==> src/rtl/npc_disp_pkg.sv <==
// npc_disp_pkg: shared display constants and converter state encoding
package npc_disp_pkg;
    localparam logic [3:0] BCD_BLANK = 4'b1111;
    typedef enum logic [1:0] {S_IDLE, S_SHIFT, S_OUT} state_t;
endpackage

==> src/rtl/bcd_add3.sv <==
// bcd_add3: shift-add-3 nibble correction (n>=5 ? n+3 : n)
//   i_nib  in   4  BCD nibble before shift
//   o_nib  out  4  corrected nibble
module bcd_add3 (
    input  logic [3:0] i_nib,
    output logic [3:0] o_nib
);
    assign o_nib = (i_nib >= 4'd5) ? i_nib + 4'd3 : i_nib;
endmodule

==> src/rtl/bin2bcd_seq.sv <==
// bin2bcd_seq: sequential binary-to-BCD converter with leading-zero blanking
//   clk, rst_n          clock, synchronous active-low reset
//   in_valid/in_ready   input handshake, bin latched on transfer
//   out_valid           one-cycle pulse when digits updates
//   digits              DIGITS BCD nibbles, [3:0] = units, blank nibble = 4'hF
module bin2bcd_seq #(
    parameter int WIDTH    = 8,
    parameter int DIGITS   = 3,
    parameter bit BLANK_LZ = 1'b1
) (
    input  logic                  clk,
    input  logic                  rst_n,
    input  logic                  in_valid,
    output logic                  in_ready,
    input  logic [WIDTH-1:0]      bin,
    output logic                  out_valid,
    output logic [DIGITS*4-1:0]   digits
);
    import npc_disp_pkg::*;
    localparam int DW = DIGITS * 4;
    localparam int CW = $clog2(WIDTH + 1);
    state_t          r_state;
    logic [CW-1:0]   r_cnt;
    logic [WIDTH-1:0] r_sh;
    logic [DW-1:0]   r_acc;
    logic [DW-1:0]   w_adj;
    logic [DW-1:0]   w_blank;
    logic [DIGITS-1:0] w_nz;
    if (64'd10 ** DIGITS <= 64'd2 ** WIDTH - 64'd1) begin : g_bad
        $error("bin2bcd_seq: DIGITS too small for WIDTH");
    end
    // a digit is blanked only when it and every more significant digit are zero
    for (genvar d = 0; d < DIGITS; d++) begin : g_dig
        bcd_add3 u_add3 (.i_nib(r_acc[4*d +: 4]), .o_nib(w_adj[4*d +: 4]));
        assign w_nz[d] = |r_acc[4*d +: 4];
        assign w_blank[4*d +: 4] = (BLANK_LZ && d != 0 && ~|w_nz[DIGITS-1:d]) ? BCD_BLANK : r_acc[4*d +: 4];
    end
    assign in_ready = (r_state == S_IDLE);
    always_ff @(posedge clk) begin
        if (!rst_n) begin
            r_state   <= S_IDLE;
            r_cnt     <= '0;
            r_sh      <= '0;
            r_acc     <= '0;
            digits    <= {DIGITS{BCD_BLANK}};
            out_valid <= 1'b0;
        end else begin
            out_valid <= 1'b0;
            case (r_state)
                S_IDLE: if (in_valid) begin
                    r_state <= S_SHIFT;
                    r_sh    <= bin;
                    r_acc   <= '0;
                    r_cnt   <= '0;
                end
                S_SHIFT: begin
                    {r_acc, r_sh} <= {w_adj, r_sh} << 1;
                    r_cnt         <= r_cnt + 1'b1;
                    if (r_cnt == CW'(WIDTH - 1)) r_state <= S_OUT;
                end
                S_OUT: begin
                    digits    <= w_blank;
                    out_valid <= 1'b1;
                    r_state   <= S_IDLE;
                end
                default: r_state <= S_IDLE;
            endcase
        end
    end
endmodule

==> config.mk <==
export PLATFORM = sky130hd
export DESIGN_NAME = bin2bcd_seq
export DESIGN_NICKNAME = d
export VERILOG_FILES = /design/src/rtl/npc_disp_pkg.sv /design/src/rtl/bcd_add3.sv /design/src/rtl/bin2bcd_seq.sv
export SDC_FILE = /design/constraint.sdc
export NUM_CORES = 1
export LEC_CHECK = 0
export ABC_AREA = 1
export CAP_MARGIN = 30
export CORE_MARGIN = 3
export CORE_UTILIZATION = 49
export DETAILED_ROUTE_END_ITERATION = 8
export GPL_TIMING_DRIVEN = 0
export HOLD_SLACK_MARGIN = 0.12
export PLACE_DENSITY = 0.75
export SYNTH_ARGS = -nofsm -noshare
export SYNTH_HDL_FRONTEND = slang
export SYNTH_SLANG_ARGS = --single-unit
export TNS_END_PERCENT = 30
==> constraint.sdc <==
create_clock -name clk -period 1.1 [get_ports clk]
set_input_delay 0.22 -clock clk [delete_from_list [all_inputs] [get_ports clk]]
set_output_delay 0.22 -clock clk [all_outputs]
set_load 0.03 [all_outputs]
# == Yosys cells after proc, flatten, opt, wreduce, memory -nomap -nowiden ==
# Cells that the tools add are included.
# totals
register_bits,39
inputBits,11
wordCells,39
# op_classes
n_addsub,4
magnitude_cmp,3
eq_ne,5
muxes,15
reduce_logical,6
# ops
op,count
$pmux W12 S2,1
$mux W4,5
$pmux W8 S2,1
$ge A4 B3 Y1 const B,3
$mux W12,1
$add A4 B2 Y4 const B,2
$mux W8,1
$pmux W4 S2,1
$reduce_or A8 Y1,1
$add A4 B1 Y4 const B,1
$eq A4 B3 Y1 const B,1
$mux W2,2
$ne A2 B2 Y1 const B,2
$pmux W2 S2,1
$reduce_and A2 Y1,2
$reduce_or A4 Y1,1
$add A3 B2 Y3 const B,1
$mux W3,1
$eq A2 B1 Y1 const B,1
$eq A2 B2 Y1 const B,1
$logic_not A2 Y1,1
$reduce_bool A2 Y1,1
$mux W1,1

# == Longest topological paths before layout ==
# Gate-level depths: netlist of run 1.
# logic_depth
depth_word,3
mapped_depth,9

# == Modules after synthesis ==
# Synthesis of run 1 repeated with hierarchy kept, for this count alone.
# hier_totals
cells_unflattened,276
hier_area_um2,2004.4
# modules_own_cells
mod,n_inst,cells_per_inst,area_each_um2,seq_area_each_um2
bin2bcd_seq,1,207,1599.0,780.7
bcd_add3,3,23,135.1,0.0

# == Worst setup path before layout of run 1 ==
# No wires, ideal clock.
# synth_path
kind,reg2reg
from,register r_acc[8]
to,register digits[10]
setup_ps,119
arrival_time_ps,1052
slack_ps,-70
path_stages_with_launch,7
period_less_slack_ps,1170
cell_sequence,dfxtp_1 inv_1 ha_1 nand2_1 o21ai_0 o22ai_1 nand2_1
# synth_between
elab_chain_len,2
# synth_lines
item,line_no,text
"start, declared",bin2bcd_seq.sv:25,logic [DW-1:0] r_acc;
"start signal, assigned",bin2bcd_seq.sv:57,"{r_acc, r_sh} <= {w_adj, r_sh} << 1;"
$reduce_or A4 Y1,bin2bcd_seq.sv:35,assign w_nz[d] = |r_acc[4*d +: 4];
$mux W4,bin2bcd_seq.sv:36,assign w_blank[4*d +: 4] = (BLANK_LZ && d != 0 && ~|w_nz[DIGITS-1:d]) ? BCD_BLANK : r_acc[4*d +: 4];
"end signal, assigned",bin2bcd_seq.sv:45,digits <= {DIGITS{BCD_BLANK}};
"end signal, assigned",bin2bcd_seq.sv:62,digits <= w_blank;
"end, declared",bin2bcd_seq.sv:17,output logic [DIGITS*4-1:0] digits
# No other way between the ends.
# A chain may end at the register's enable or synchronous reset.

# == Final worst setup path of run 1 ==
# layout_path
from,register r_acc[4]
to,register r_acc[5]
# layout_between
elab_chain_len,3
elab_cells_between_ends,4
classes_between,add/sub (1); order compare (1); mux (2)
# layout_lines
item,line_no,text
$add A4 B2 Y4 / $ge A4 B3 Y1 (equally long branches),bcd_add3.sv:8,assign o_nib = (i_nib >= 4'd5) ? i_nib + 4'd3 : i_nib;
$mux W4 *,bcd_add3.sv:8,
$pmux W12 S2 *,bin2bcd_seq.sv:49,case (r_state)
# Mark *: on every way between the ends. The rest lies on a longest branch, timed or not.

==> impl_metrics.env, run 1 <==
export IMPL_tns_ns=-0.143
export IMPL_rsz0062_at_grt="true"
export IMPL_ys_types=27
export IMPL_syn_to_final_growth_pct=35.5
export IMPL_ys_warn_count=0
export IMPL_path_buf_inv=2
export IMPL_critical_path_required_ns=1.33
export IMPL_synth_area_per_cell_sq_um=8.05
export IMPL_skew_ns=0.00906
export IMPL_synth_largest_area_cell="dfxtp_1"
export IMPL_status="complete, but fails checks"
export IMPL_clock_power_share_pct=34.3
export IMPL_worstSkewPairLatency_ns=0.30
export IMPL_final_core_util_pct=69.8
export IMPL_nNetsFinal=298
export IMPL_timing_hold_ws_ns=0.239
export IMPL_cts_buffer_depth=2
export IMPL_fmax_ghz=0.865
export IMPL_fin_crit_sh_pct=105
export IMPL_switchingPower_mw=0.724
export IMPL_crit_top_cell="nand3_2"
export IMPL_cts_tree="yes"
export IMPL_synth_edf_count=0
export IMPL_start_kind="register"
export IMPL_synth_area_top_cells="dfxtp_1 (41%), nand2_1 (9.6%), ha_1 (5.2%), a21oi_2 (5.0%), nand3_1 (4.2%)"
export IMPL_n_antenna_cell=0
export IMPL_io_pin_count=25
export IMPL_worstReg2RegStart="r_acc[4]$_SDFFE_PN0P_"
export IMPL_drt_antenna_violating_nets=0
export IMPL_ys_ff_latch=39
export IMPL_hpwl_microns=2690
export IMPL_path_cells="inv_6 -> ha_4 -> inv_4 -> nand2_4 -> nand3_2 -> nand2_1 -> nand3_2 -> a21oi_2"
export IMPL_power_share_sequential_pct=53.1
export IMPL_intPower_mw=2.05
export IMPL_grt_pass1_wl_microns=6560
export IMPL_crit_arrival_ns=1.39
export IMPL_cp_top_family="flip-flops"
export IMPL_max_stage_delay_ns=0.38
export IMPL_antenna_found_initial=0
export IMPL_finalMaxSlewViolations=0
export IMPL_tightest_slew_ns=0.281
export IMPL_min_from="rst_n"
export IMPL_cp_end_kind="register"
export IMPL_place_ws_ns=-0.269
export IMPL_grt_use_total_pct=19.1
export IMPL_switching_share_pct=26.1
export IMPL_critPathSlowestCell="dfxtp_4"
export IMPL_drtIter0Drc=152
export IMPL_drive_gt1_share_pct=43.6
export IMPL_setup_viol=6
export IMPL_crit_path_start="r_acc[4]$_SDFFE_PN0P_"
export IMPL_first_pass_iters=4
export IMPL_core_area_sq_um=3720
export IMPL_rows=22
export IMPL_die_w_microns=68.5
export IMPL_synthesis_nets=257
export IMPL_die_y_microns=68.5
export IMPL_p_comb_share_pct=12.7
export IMPL_numPortBuffers=23
export IMPL_start_util_pct=51.5
export IMPL_vias_per_cell=5.34
export IMPL_crit_type="register to register"
export IMPL_netlist_area_sq_um=1920
export IMPL_die_area_sq_um=4700
export IMPL_wl_per_cell_microns=14.2
export IMPL_ys_flop_type="dfxtp_1"
export IMPL_mostFrequentLayoutCells="nand2_1 (38), dfxtp_1 (29), buf_2 (17)"
export IMPL_layout_commonest_cell="nand2_1"
export IMPL_clkTransAtPathRegs_ns=0.08
export IMPL_async_flop_share_pct=0
export IMPL_synth_top_area_share_pct=40.8
export IMPL_drc=0
export IMPL_gp_congestion=0.918
export IMPL_ff2ff_setup_slack_ns=-0.06
export IMPL_violations="negative setup slack"
export IMPL_power_density_nw_per_um2=1070
export IMPL_ir_worst_vdd_v=0.000894
export IMPL_cts_buffers=5
export IMPL_cap_violations=0
export IMPL_vias=1750
export IMPL_grt_max_degree=12
export IMPL_ys_seq_area_share_pct=40.8
export IMPL_clock_sinks=39
export IMPL_first_global_vias=1496
export IMPL_htreeDepth=2
export IMPL_fin_ws_ns=-0.0564
export IMPL_max_slew_margin_pct=81.3
export IMPL_period_minus_slack_ns=1.16
export IMPL_cts_root_buf="clkbuf_8"
export IMPL_fin_cells=328
export IMPL_wirelength_microns=4670
export IMPL_power_leakage_nw=1.08
export IMPL_cp_max_fo=5
export IMPL_synth_cells=238
export IMPL_dp_cells=309
export IMPL_grt_overflow_total=0
export IMPL_hold_path_class="primary input to register"
export IMPL_finalHoldViolCount=0
Yosys cell counts (2+ instances only):
library cell  count
inv_1            19
nor2_1           16
ha_1              8
dfxtp_1          39
a22oi_1           2
inv_4             2
nand2_4           2
inv_2             2
nand2_1          49
buf_2             4
nand3_1          16
nand2_2          11
o21ai_0          11
o211ai_2          3
buf_12            2
nand4_1           4
a21oi_2          11
a21oi_1          14
o21ai_2           2
o22ai_1          11
buf_6             3
o211ai_1          2
per-layer routing:
metal | up-vias | track usage, % | part of all wire, %
met2 | 51 | 31.7 | 50
met5 | - | 0 | 0
met4 | 0 | 7.44 | 1.5
met3 | 7 | 6.32 | 5.5
li1 | 882 | - | -
met1 | 810 | 22.8 | 43
cells by family (layout without fill, tap and decap cells):
logic type / Yosys count / after routing / synth area share, %
buffers and inverters: 33 / 75 / 10.1
AOI/OAI and AO/OA: 57 / 57 / 19.9
adders and majority gates: 8 / 8 / 5.23
DFF: 39 / 39 / 40.8
and+or+nand+nor: 101 / 101 / 24.1
timing repair:
item	4_1_cts	5_1_grt
resized for setup	96	55
setup buffers	6	4
gates cloned	0	1
endpoints found under the setup margin	43	29
pin swaps	7	12
hold buffers	0	0
flip-flops by register name, indices dropped and copies added (netlist names):
| name | count |
|---|---|
| digits | 12 |
| r_acc | 12 |
| r_sh | 8 |
| r_cnt | 4 |
| r_state | 2 |
| out_valid | 1 |
worst min-delay path: stages:
cell and delay [ns]:
buf_2 0.16, o21ai_2 0.07, a21oi_2 0.03
final timing paths:
kind                        endpoint  cells after the start
min reg2reg  r_state[1]$_SDFFE_PN0P_                      1
min             r_sh[6]$_SDFFE_PN0P_                      3
max reg2reg    r_acc[5]$_SDFFE_PN0P_                      8
max            r_acc[5]$_SDFFE_PN0P_                      8
through the flow:
step                total power [mW]  instance area [sq um]
detailed placement              1.79                   2210
floorplan                       1.70                   1920
global placement                1.79                   2210
CTS                             2.73                   2350
global route                    2.86                   2590
finish                          2.77                   2590
power by group through the flow:
stage	combinational (mW)	clock, mW	sequential [mW]
floorplan	0.201	0	1.50
global placement	0.281	0	1.51
detailed placement	0.285	0	1.51
CTS	0.303	0.955	1.47
global route	0.377	1.01	1.47
finish	0.351	0.949	1.47
final cells by class:
cell class	count	area, sq um
Buffer	10	109
Tap cell	48	60.1
Inverter	23	126
Clock inverter	1	5.00
Clock buffer	7	76.3
Multi-Input combinational cell	166	1140
Timing Repair Buffer	34	267
Sequential cell	39	808
Fill cell	303	1120
No activity file was read; power rests on OpenSTA's default activity.
==> run 2: changes to the inputs <==
- CTS_CLUSTER_SIZE: default -> 12
==> results of run 2 <==
No change in the layout: final DEF, timing and power equal those of run 1.
==> run 3: changes to the inputs <==
- CTS_CLUSTER_DIAMETER: default -> 150
- REMOVE_ABC_BUFFERS: default -> 1
==> run 3 against run 2 <==
Effect of this change: the flow still finishes with violations (negative setup slack); total power grew 2.8%; final cell count up 2.7%; count of clock-buffer cells in the layout increased by 1; sequential cell count unchanged; clock skew decreased by 0.0033 ns; worst setup slack worse by 0.22 ns; critical endpoint is now r_acc[4]$_SDFFE_PN0P_; largest cell class unchanged.
==> impl_metrics.env, run 3 (synthesis gave the netlist of run 1 again) <==
export IMPL_status="complete, but fails checks"
export IMPL_violations="negative setup slack"
export IMPL_die_area_sq_um=4700
export IMPL_cts_buffer_depth=2
export IMPL_cp_max_fo=3
export IMPL_grt_pass1_wl_microns=7220
export IMPL_vias=1827
export IMPL_finalHoldViolCount=0
export IMPL_rows=22
export IMPL_cts_tree="yes"
export IMPL_fillers=275
export IMPL_htreeDepth=2
export IMPL_syn_to_final_growth_pct=38.0
export IMPL_ff2ff_setup_slack_ns=-0.27
export IMPL_antenna_found_initial=0
export IMPL_critical_path_required_ns=1.30
export IMPL_clock_sinks=39
export IMPL_first_pass_iters=4
export IMPL_grt_use_total_pct=20.5
export IMPL_place_ws_ns=-1.26
export IMPL_critPathSlowestCell="dfxtp_2"
export IMPL_drc=0
export IMPL_wl_per_cell_microns=14.6
export IMPL_n_antenna_cell=0
export IMPL_tightest_slew_ns=0.479
export IMPL_crit_type="register to register"
export IMPL_worstSkewPairLatency_ns=0.29
export IMPL_numPortBuffers=24
export IMPL_hpwl_microns=2340
export IMPL_finalMaxSlewViolations=0
export IMPL_vias_per_cell=5.42
export IMPL_path_cells="inv_2 -> buf_4 -> nand2_1 -> nand2_1 -> nand2_1 -> nand2_1 -> nor2_1 -> nor2_1 -> nor2_1"
export IMPL_cts_buffers=5
export IMPL_wirelength_microns=4920
export IMPL_layout_commonest_cell="nand2_1"
export IMPL_rsz0062_at_grt="true"
export IMPL_max_stage_delay_ns=0.36
export IMPL_drt_antenna_violating_nets=0
export IMPL_drtIter0Drc=121
export IMPL_die_y_microns=68.5
export IMPL_cp_top_family="simple AND/OR/NAND/NOR gates"
export IMPL_fmax_ghz=0.728
export IMPL_grt_max_degree=23
export IMPL_path_buf_inv=2
export IMPL_start_util_pct=51.5
export IMPL_core_area_sq_um=3720
export IMPL_ir_worst_vdd_v=0.000893
export IMPL_setup_viol=20
export IMPL_drive_gt1_share_pct=46.7
export IMPL_die_w_microns=68.5
export IMPL_cap_violations=0
export IMPL_reg_largest_list="digits: 12 flops, r_acc: 12 flops, r_sh: 8 flops"
export IMPL_power_density_nw_per_um2=1080
export IMPL_io_pin_count=25
export IMPL_max_slew_margin_pct=68.1
export IMPL_cts_root_buf="clkbuf_8"
export IMPL_period_minus_slack_ns=1.37
export IMPL_grt_overflow_total=0
export IMPL_power_leakage_nw=1.10
export IMPL_timing_hold_ws_ns=0.334
export IMPL_fin_crit_sh_pct=125
export IMPL_sequential_cell_area_sq_um=800
export IMPL_cp_end_kind="register"
export IMPL_hold_path_class="primary input to register"
export IMPL_crit_arrival_ns=1.57
export IMPL_mostFrequentLayoutCells="nand2_1 (36), dfxtp_1 (30), buf_4 (26)"
export IMPL_final_core_util_pct=71.1
export IMPL_cts_hold_buffers_added=0
export IMPL_fin_ws_ns=-0.275
export IMPL_first_global_vias=1674
export IMPL_crit_top_cell="nand2_1"
export IMPL_nNetsFinal=307
export IMPL_clkTransAtPathRegs_ns=0.07
export IMPL_start_kind="register"
export IMPL_gp_congestion=0.824
export IMPL_multi_input_area_sq_um=1160
export IMPL_skew_ns=0.00573
## run 3: worst reg2reg max path: stages, from the launching register on
cell and delay [ns]:
dfxtp_2 0.36, inv_2 0.07, buf_4 0.15, nand2_1 0.09
nand2_1 0.07, nand2_1 0.07, nand2_1 0.06, nor2_1 0.16
nor2_1 0.09, nor2_1 0.17
## run 3: worst paths after layout
kind,cells past startpoint,end,start
worst max-delay path,9,r_acc[4]$_SDFFE_PN0P_,r_acc[0]$_SDFFE_PN0P_
worst min-delay path,2,digits[10]$_SDFFE_PN1P_,rst_n
worst max register to register,9,r_acc[4]$_SDFFE_PN0P_,r_acc[0]$_SDFFE_PN0P_
worst min register to register,1,r_state[1]$_SDFFE_PN0P_,r_cnt[3]$_SDFFE_PN0P_
## run 3: routing by layer
layer | vias up | share of wire [%] | track usage [%]
li1 | 893 | - | -
met1 | 873 | 41 | 24.0
met2 | 51 | 53 | 36.7
met3 | 10 | 4.1 | 4.38
met4 | 0 | 2.1 | 6.95
met5 | - | 0 | 0
## run 3: what timing repair did
item,4_1_cts,5_1_grt
gates cloned,1,0
gates resized for setup,124,38
pin swaps,9,16
endpoints found under the setup margin,53,37
buffers inserted,25,3
## run 3: metrics by stage
stage | TNS (ns) | cell area (sq um) | instances | total power [mW]
2_1_floorplan | -2.78 | 1810 | 228 | 1.65
3_3_place_gp | -33.09 | 2110 | 300 | 1.74
3_5_place_dp | -34.03 | 2110 | 300 | 1.74
4_1_cts | -0.150 | 2480 | 334 | 2.86
5_1_grt | -2.33 | 2640 | 337 | 2.94
6_report | -0.747 | 2640 | 337 | 2.85
## run 3: report_power, final
part | internal, mW | switching [mW]
Sequential | 1.44 | 0.0290
Combinational | 0.136 | 0.183
Clock | 0.572 | 0.485
Total | 2.15 | 0.696
## run 3: final cells by class
class,count,share of cell area [%]
Tap cell,48,2.27
Sequential cell,39,30.2
Clock buffer,8,3.79
Timing Repair inverter,1,0.284
Multi-Input combinational cell,166,43.7
Timing Repair Buffer,52,15.0
Inverter,23,4.64
